<file path="src/rtl/alarm_pkg.sv">
// Shared definitions for the alarm controller: FSM states and BCD time limits.
package alarm_pkg;

    typedef enum logic [2:0] {
        IDLE    = 3'd0,
        SETHOUR = 3'd1,
        SETMIN  = 3'd2,
        RING    = 3'd3,
        SNZ     = 3'd4
    } state_t;

    localparam int unsigned HOUR_MAX = 23;
    localparam int unsigned MIN_MAX  = 59;

    // Digit-level forms of the limits, as held in the BCD registers.
    localparam logic [1:0] HOUR_MAX_10 = 2'(HOUR_MAX / 10);
    localparam logic [3:0] HOUR_MAX_1  = 4'(HOUR_MAX % 10);
    localparam logic [2:0] MIN_MAX_10  = 3'(MIN_MAX / 10);
    localparam logic [3:0] MIN_MAX_1   = 4'(MIN_MAX % 10);

endpackage

</file>
<file path="src/rtl/alm_time_reg.sv">
// Alarm time register: four BCD digits with independent hour/minute increment.
module alm_time_reg
    import alarm_pkg::*;
(
    input  logic       CLK,
    input  logic       RST,
    input  logic       inc_hour,
    input  logic       inc_min,
    output logic [3:0] min1,
    output logic [2:0] min10,
    output logic [3:0] hour1,
    output logic [1:0] hour10
);

    // Hour wraps 23 -> 00, minute wraps 59 -> 00; the fields never carry into each other.
    always_ff @(posedge CLK or posedge RST) begin
        if (RST) begin
            hour10 <= '0;
            hour1  <= '0;
            min10  <= '0;
            min1   <= '0;
        end else begin
            if (inc_hour) begin
                if (hour10 == HOUR_MAX_10 && hour1 == HOUR_MAX_1) begin
                    hour10 <= '0;
                    hour1  <= '0;
                end else if (hour1 == 4'd9) begin
                    hour1  <= '0;
                    hour10 <= hour10 + 2'd1;
                end else begin
                    hour1  <= hour1 + 4'd1;
                end
            end
            if (inc_min) begin
                if (min1 == MIN_MAX_1) begin
                    min1 <= '0;
                    if (min10 == MIN_MAX_10) begin
                        min10 <= '0;
                    end else begin
                        min10 <= min10 + 3'd1;
                    end
                end else begin
                    min1 <= min1 + 4'd1;
                end
            end
        end
    end

endmodule

</file>
<file path="src/rtl/alarm_ctrl.sv">
// Alarm controller: alarm-time setting, arming, ring/snooze sequencing and display enables.
module alarm_ctrl
    import alarm_pkg::*;
#(
    parameter int unsigned RING_SEC   = 60,
    parameter int unsigned SNOOZE_SEC = 300,
    parameter int unsigned CNT_W      = 9
) (
    input  logic       CLK,
    input  logic       RST,
    input  logic       SIG1HZ,
    input  logic       SIG2HZ,
    input  logic [3:0] MIN1,
    input  logic [2:0] MIN10,
    input  logic [3:0] HOUR1,
    input  logic [1:0] HOUR10,
    input  logic       ALMMODE,
    input  logic       SELECT,
    input  logic       ADJUST,
    input  logic       ALMSW,
    input  logic       STOP,
    input  logic       SNOOZE,
    output logic [3:0] AMIN1,
    output logic [2:0] AMIN10,
    output logic [3:0] AHOUR1,
    output logic [1:0] AHOUR10,
    output logic       ALMEN,
    output logic       AMINON,
    output logic       AHOURON,
    output logic       BEEP,
    output logic       ALMSET
);

    state_t             state, state_d;
    logic [CNT_W-1:0]   cnt, cnt_d;
    logic               almen_d;
    logic               match, match_q;
    logic               trigger;
    logic               inc_hour, inc_min;

    alm_time_reg u_time (
        .CLK      (CLK),
        .RST      (RST),
        .inc_hour (inc_hour),
        .inc_min  (inc_min),
        .min1     (AMIN1),
        .min10    (AMIN10),
        .hour1    (AHOUR1),
        .hour10   (AHOUR10)
    );

    assign match   = (AMIN1 == MIN1) && (AMIN10 == MIN10) &&
                     (AHOUR1 == HOUR1) && (AHOUR10 == HOUR10);
    // Rising edge of match only, so a stopped alarm stays quiet for the rest of that minute.
    assign trigger = ALMEN && match && !match_q;

    // State, shared tick counter, enable flag and match history.
    always_ff @(posedge CLK or posedge RST) begin
        if (RST) begin
            state   <= IDLE;
            cnt     <= '0;
            ALMEN   <= 1'b0;
            match_q <= 1'b0;
        end else begin
            state   <= state_d;
            cnt     <= cnt_d;
            ALMEN   <= almen_d;
            match_q <= match;
        end
    end

    // Next state, counter, enable and field increments.
    always_comb begin
        state_d  = state;
        cnt_d    = cnt;
        almen_d  = ALMEN;
        inc_hour = 1'b0;
        inc_min  = 1'b0;
        unique case (state)
            IDLE: begin
                if (ALMSW) almen_d = !ALMEN;
                if (ALMMODE) begin
                    state_d = SETHOUR;
                end else if (trigger) begin
                    state_d = RING;
                    cnt_d   = '0;
                end
            end
            SETHOUR, SETMIN: begin
                if (ALMSW) almen_d = !ALMEN;
                // Increment uses the field selected before any SELECT toggle this cycle.
                inc_hour = ADJUST && (state == SETHOUR);
                inc_min  = ADJUST && (state == SETMIN);
                if (ALMMODE) begin
                    state_d = IDLE;
                end else if (SELECT) begin
                    state_d = (state == SETHOUR) ? SETMIN : SETHOUR;
                end
            end
            RING: begin
                if (STOP) begin
                    state_d = IDLE;
                    cnt_d   = '0;
                end else if (ALMSW) begin
                    state_d = IDLE;
                    almen_d = 1'b0;
                    cnt_d   = '0;
                end else if (SNOOZE) begin
                    state_d = SNZ;
                    cnt_d   = '0;
                end else if (SIG1HZ) begin
                    if (cnt == CNT_W'(RING_SEC - 1)) begin
                        state_d = IDLE;
                        cnt_d   = '0;
                    end else begin
                        cnt_d = cnt + CNT_W'(1);
                    end
                end
            end
            SNZ: begin
                if (STOP || ALMSW) begin
                    state_d = IDLE;
                    cnt_d   = '0;
                    if (ALMSW) almen_d = 1'b0;
                end else if (SIG1HZ) begin
                    if (cnt == CNT_W'(SNOOZE_SEC - 1)) begin
                        state_d = RING;
                        cnt_d   = '0;
                    end else begin
                        cnt_d = cnt + CNT_W'(1);
                    end
                end
            end
            default: begin
                state_d = IDLE;
                cnt_d   = '0;
            end
        endcase
    end

    // Display and buzzer outputs decoded from the registered state.
    always_comb begin
        BEEP    = (state == RING) && SIG2HZ;
        ALMSET  = (state == SETHOUR) || (state == SETMIN);
        AHOURON = !((state == SETHOUR) && SIG2HZ);
        AMINON  = !((state == SETMIN) && SIG2HZ);
    end

endmodule

</file>
<file path="config.mk">
export PLATFORM = sky130hd
export DESIGN_NAME = alarm_ctrl
export DESIGN_NICKNAME = d
export VERILOG_FILES = /design/src/rtl/alarm_pkg.sv /design/src/rtl/alm_time_reg.sv /design/src/rtl/alarm_ctrl.sv
export SDC_FILE = /design/constraint.sdc
export NUM_CORES = 1
export LEC_CHECK = 0
export CAP_MARGIN = 25
export CORE_MARGIN = 2
export CORE_UTILIZATION = 50
export CTS_BUF_LIST = sky130_fd_sc_hd__clkbuf_8
export DETAILED_ROUTE_END_ITERATION = 8
export PLACE_DENSITY = 0.9
export SYNTH_ARGS = -nofsm -noshare
export SYNTH_HDL_FRONTEND = slang
export SYNTH_SLANG_ARGS = --single-unit
</file>
<file path="constraint.sdc">
create_clock -name CLK -period 4 [get_ports CLK]
set_clock_uncertainty 0.2 [all_clocks]
set_input_delay 0.8 -clock CLK [delete_from_list [all_inputs] [get_ports CLK]]
set_output_delay 0.8 -clock CLK [all_outputs]
set_load 0.05 [all_outputs]
</file>
==> Word-level counts from Yosys, hierarchy flattened <==
Cells that the tools add are included.
W data, S select, Z words.
{ "word_totals": {"register_bits": 27, "inputBits": 23, "out_inout_bits": 18} }
{ "classes": {"addsub": 5, "n_eq_ne": 26, "n_mux": 38, "n_bitwise": 1, "reduce_logical": 27} }
{ "op_table": {"columns": ["op", "count"], "rows": [
  ["$mux W9", 10],
  ["$mux W3", 13],
  ["$pmux W9 S4", 1],
  ["$mux W4", 3],
  ["$ne A3 B3 Y1 const B", 4],
  ["$pmux W3 S4", 1],
  ["$logic_and A1 B1 Y1", 11],
  ["$ne A5 B5 Y1 const B", 2],
  ["$add A9 B1 Y9 const B", 1],
  ["$eq A9 B6 Y1 const B", 1],
  ["$eq A9 B9 Y1 const B", 1],
  ["$add A4 B1 Y4 const B", 2],
  ["$eq A4 B4 Y1", 2],
  ["$eq A4 B4 Y1 const B", 2],
  ["$ne A2 B2 Y1 const B", 4],
  ["$eq A3 B2 Y1 const B", 2],
  ["$eq A3 B3 Y1 const B", 2],
  ["$mux W1", 6],
  ["$mux W2", 3],
  ["$reduce_and A6 Y1", 1],
  ["$reduce_and A5 Y1", 1],
  ["$eq A4 B2 Y1 const B", 1],
  ["$logic_not A1 Y1", 4],
  ["$reduce_and A2 Y1", 2],
  ["16 further kinds", 17]
]} }

==> Logic depth before layout (Yosys ltp) <==
{ "logic_depth": {"depth_word": 9, "ltp_mapped": 8, "ltp_nobuf": 7} }

==> Hierarchy <==
From an unflattened synthesis, not the netlist that was laid out.
{ "unflattened": {"cells_unflattened": 196, "area_unflattened_um2": 1767.9} }
{ "modules_own_cells": {"columns": ["mod", "instances", "cells_each", "area_per_inst_um2", "seq_area_each_um2"], "rows": [
  ["alarm_ctrl", 1, 132, 1101.1, 350.3],
  ["alm_time_reg", 1, 64, 666.9, 325.3]
]} }

==> Worst setup path before layout <==
OpenSTA, ideal clock, no wires.
{ "synth_path": {"kind": "input-to-reg", "startpoint": "input ALMSW", "endpoint": "register cnt[5]", "setup_time_ps": 104, "t_arrival_ps": 2230, "path_slack_ps": 1466, "stages": 6, "path_buffers": 1, "cell_sequence": "or4b_1 a211oi_1 o22ai_1 or2_1 buf_6 o41ai_2"} }
{ "synth_via": {"elab_chain_cells": 3, "elab_cells_between_ends": 8, "classes_between": "eq/ne (2); mux (4); reduce/logical (2)"} }
{ "synth_lines": {"columns": ["item", "line", "rtl"], "rows": [
  ["from (decl)", "alarm_ctrl.sv:20", "input logic ALMSW,"],
  ["$mux W9 / $logic_or A1 B1 Y1 (equally long branches)", "alarm_ctrl.sv:104, alarm_ctrl.sv:121", null],
  ["$mux W9, or another cell as far along", "alarm_ctrl.sv:101", "if (STOP) begin"],
  ["$pmux W9 S4 / $reduce_and A5 Y1 (equally long branches)", null, null],
  ["to (signal assigned)", "alarm_ctrl.sv:66", "cnt <= cnt_d;"],
  ["to (decl)", "alarm_ctrl.sv:35", "logic [CNT_W-1:0] cnt, cnt_d;"]
]} }
Several ways; a longest one is shown, not always the timed one.
A chain may end at the register's enable or synchronous reset.

==> Worst setup path after layout <==
{ "layout_path": {"startpoint": "input SIG2HZ", "endpoint": "output BEEP"} }
{ "layout_via": {"elab_chain_cells": 1} }
{ "layout_lines": {"columns": ["item", "line", "rtl"], "rows": [
  ["from (decl)", "alarm_ctrl.sv:12", "input logic SIG2HZ,"],
  ["$logic_and A1 B1 Y1", "alarm_ctrl.sv:143", "BEEP = (state == RING) && SIG2HZ;"],
  ["to (decl)", "alarm_ctrl.sv:30", "output logic BEEP,"]
]} }
No other way between the ends.

==> summary.md <==
| Metric | Value |
|---|---|
| Io pins | `41` |
| Fin crit share | `81.8%` |
| LEAKAGE | `0.000876 uW` |
| First-pass GRT wire length | `6610 um` |
| Starting Density | `51.4%` |
| Pin count of the biggest net entering global routing | `24` |
| Multi-input gate area | `963 um2` |
| Area growth syn-to-layout | `28.4%` |
| Die area | `0.00389 mm2` |
| CP required | `3000 ps` |
| Critical path class | `input pin to output pin` |
| RR Endpoint | `state[1]$_DFFE_PP0P_` |
| Post-CTS setup buffers | `0` |
| Core Region | `0.00331 mm2` |
| Input/output buffers | `40` |
| Synth Warn # | `0` |
| Final setup fails | `0` |
| RSZ-0062 raised after global routing | `false` |
| Fin area | `0.00219 mm2` |
| Hold Startpoint | `cnt[0]$_DFFE_PP0P_` |
| Slew Limit Fails | `0` |
| Crit end category | `output pin` |
| Cts-stage hold buffer count | `0` |
| H-Tree Depth | `1` |
| Post-synthesis cell count | `185` |
| Max Cap Viol | `0` |
| Worst-margin pin slew | `808 ps` |
| Total GRT Usage | `21.3%` |
| DP Wirelength | `2850 um` |
| Drt pass-1 iters | `4` |
| Cts repair resizes | `0` |
| Post-Syn Area per Cell | `9.20 um2` |
| Final nets | `247` |
| Sequential fraction of the synthesis area | `39.7%` |
| Die Y | `62.4 um` |
| Syn Std Cell Area | `0.00170 mm2` |
| Number of synthesized flops with an enable pin | `0` |
| Aggregate routed wire length | `3910 um` |
| Worst Hold Class | `flop to flop` |
| Yosys cell types | `47` |
| Routability congestion estimate | `0.783` |
| CTS Buf Count | `3` |
| Fill cells | `270` |
| Clock latency on the worst-skew pair | `280 ps` |
| Crit-path max FO | `3` |
| Tot Pwr | `1430 uW` |
| Final WS setup | `727 ps` |
| Share of cells above drive strength 1 | `5.86%` |
| Placed inst area | `0.00214 mm2` |
| Final Hold Viols | `0` |
| Total number of vias | `1,489` |
| Drt wl/cell | `14.6 um` |
| DRT antenna net count | `0` |
| Row cnt | `21` |
| Ranking of synthesized cells by area | `dfrtp_1 (40%), xnor2_1 (7.7%), nand2_1 (4.0%)` |
| Clock transition at path regs | `90 ps` |
| Vias in the first global route | `1,387` |
| FF-to-FF path depth | `7` |
| Slew margin rel. | `46.1%` |
| Register Area | `676 um2` |
| Total grt overflow | `0` |
| R2R setup slack | `1220 ps` |
| Outcome | `finished clean` |
| Max rail drop VDD | `0.244 mV` |
| Post-route DRC | `0` |
| Post-placement worst setup slack | `528 ps` |
| Most common cell in the netlist | `dfrtp_1` |
| Top_reg_cell synth | `dfrtp_1` |
| F_max | `0.306 GHz` |
| Post-synth top area cell | `dfrtp_1` |
| CTS root buffer | `clkbuf_8` |
| Register bit total from synthesis | `27` |
| N_diodes | `0` |
| Vias per cell | `5.56` |
| Post-layout min period | `3270 ps` |
| CP startpoint kind | `input pin` |
| WHS Path Cells | `1` |
| Power Density | `655 mW/mm2` |
| Max clock buf depth | `2` |
| Hold endpoint | `cnt[0]$_DFFE_PP0P_` |
| CTS sink count | `27` |
| Initial antenna violation count | `0` |
| Mapped Nets | `209` |
| Setup TNS Final | `0 ps` |
| CTS tree | `done` |
| Die width | `62.4 um` |
| Synth top area share | `39.7%` |
| Initial DRC count | `107` |
| Worst flop-to-flop path startpoint | `cnt[0]$_DFFE_PP0P_` |
| Post-synth top cells | `dfrtp_1 (27), nand2_1 (18), nor2_1 (17), xnor2_1 (15)` |
| Worst endpoint data arrival time | `2270 ps` |
| Asr flop ratio synth | `100%` |
[metrics by stage]
step           cells  hold slack, ps  utilization, %
6_report         268             322            66.0
5_1_grt          268             333            66.0
4_1_cts          268             320            66.0
3_5_place_dp     264             306            64.6
3_3_place_gp     263             298            63.8
2_1_floorplan    185             261               -
[report_power, final]
group	internal (uW)	switching (uW)	total, uW
registers	342	156	497
logic	313	462	775
clock network	70.0	89.1	159
[flip-flops by register name, indices dropped and copies added (netlist names)]
| name | cells |
|---|---|
| ALMEN | 1 |
| u_time.min10 | 3 |
| cnt | 9 |
| state | 3 |
| u_time.hour10 | 2 |
| u_time.hour1 | 4 |
| u_time.min1 | 4 |
| match_q | 1 |
[cell type report]
| class | instances | share of cell area (%) |
|---|---|---|
| multi-input combinational | 147 | 44.1 |
| clock buffer | 3 | 1.89 |
| clock inverter | 1 | 0.229 |
| tap | 46 | 2.63 |
| timing repair buffer | 42 | 19.9 |
| sequential | 27 | 30.9 |
| inverter | 2 | 0.343 |
[worst max-delay path, stage by stage]
cell and delay (ps):
clkdlybuf4s50_1 500, nand2_1 60, nor2_1 100, clkdlybuf4s50_1 810
[worst max path at each step]
stage          depth (start not counted)            endpoint  startpoint  slack [ps]
2_1_floorplan                          6  cnt[5]$_DFFE_PP0P_       ALMSW        1470
3_3_place_gp                           6  cnt[5]$_DFFE_PP0P_       ALMSW         650
3_5_place_dp                           6  cnt[5]$_DFFE_PP0P_       ALMSW         530
4_1_cts                                4                BEEP      SIG2HZ         720
5_1_grt                                6  cnt[5]$_DFFE_PP0P_       ALMSW         630
6_report                               4                BEEP      SIG2HZ         730
[routing by layer]
layer	part of all wire [%]	vias to the layer above	track usage, %
met5	0	-	0
met3	3.6	7	2.54
met2	49	30	36.4
met1	46	718	28.3
met4	1.6	0	6.67
li1	-	734	-
[cells in the final DEF, fill, tap and decap left out, types with 2 or more instances in the layout]
master           Yosys  routed
clkbuf_8             0       3
nand3_1             10      10
xnor2_1             15      15
nor2b_1              8       8
o21ai_0              6       6
or2_1                2       2
nor3b_1              4       4
xnor2_2              2       2
a22o_1               3       3
nor2_1              17      17
o21ai_1             10      10
nand2_1             18      18
a21o_1               3       3
nor4_1               2       2
inv_1                2       2
and3_1               3       3
a211oi_1             2       2
dfrtp_1             27      27
o31ai_1              5       5
nor3_1               5       5
a21oi_1              2       2
nand2b_1             3       3
o31a_1               2       2
nand4_1              2       2
xor2_1               2       2
clkdlybuf4s50_1      0      40
nor4bb_1             3       3
[logic make-up (layout without fill, tap and decap cells)]
kind of cell             Yosys count  count (layout)  synth area share, %
AND/OR/NAND/NOR                   85              85                 28.0
flip-flops                        27              27                 39.7
AO/OA/AOI/OAI                     40              40                 15.9
buffers and inverters             11              48                 3.75
XOR/XNOR                          19              19                 10.7
adder cells (fa/ha/maj)            1               1                0.735
multiplexers                       2               2                 1.32
(Power assumes the default switching activity.)
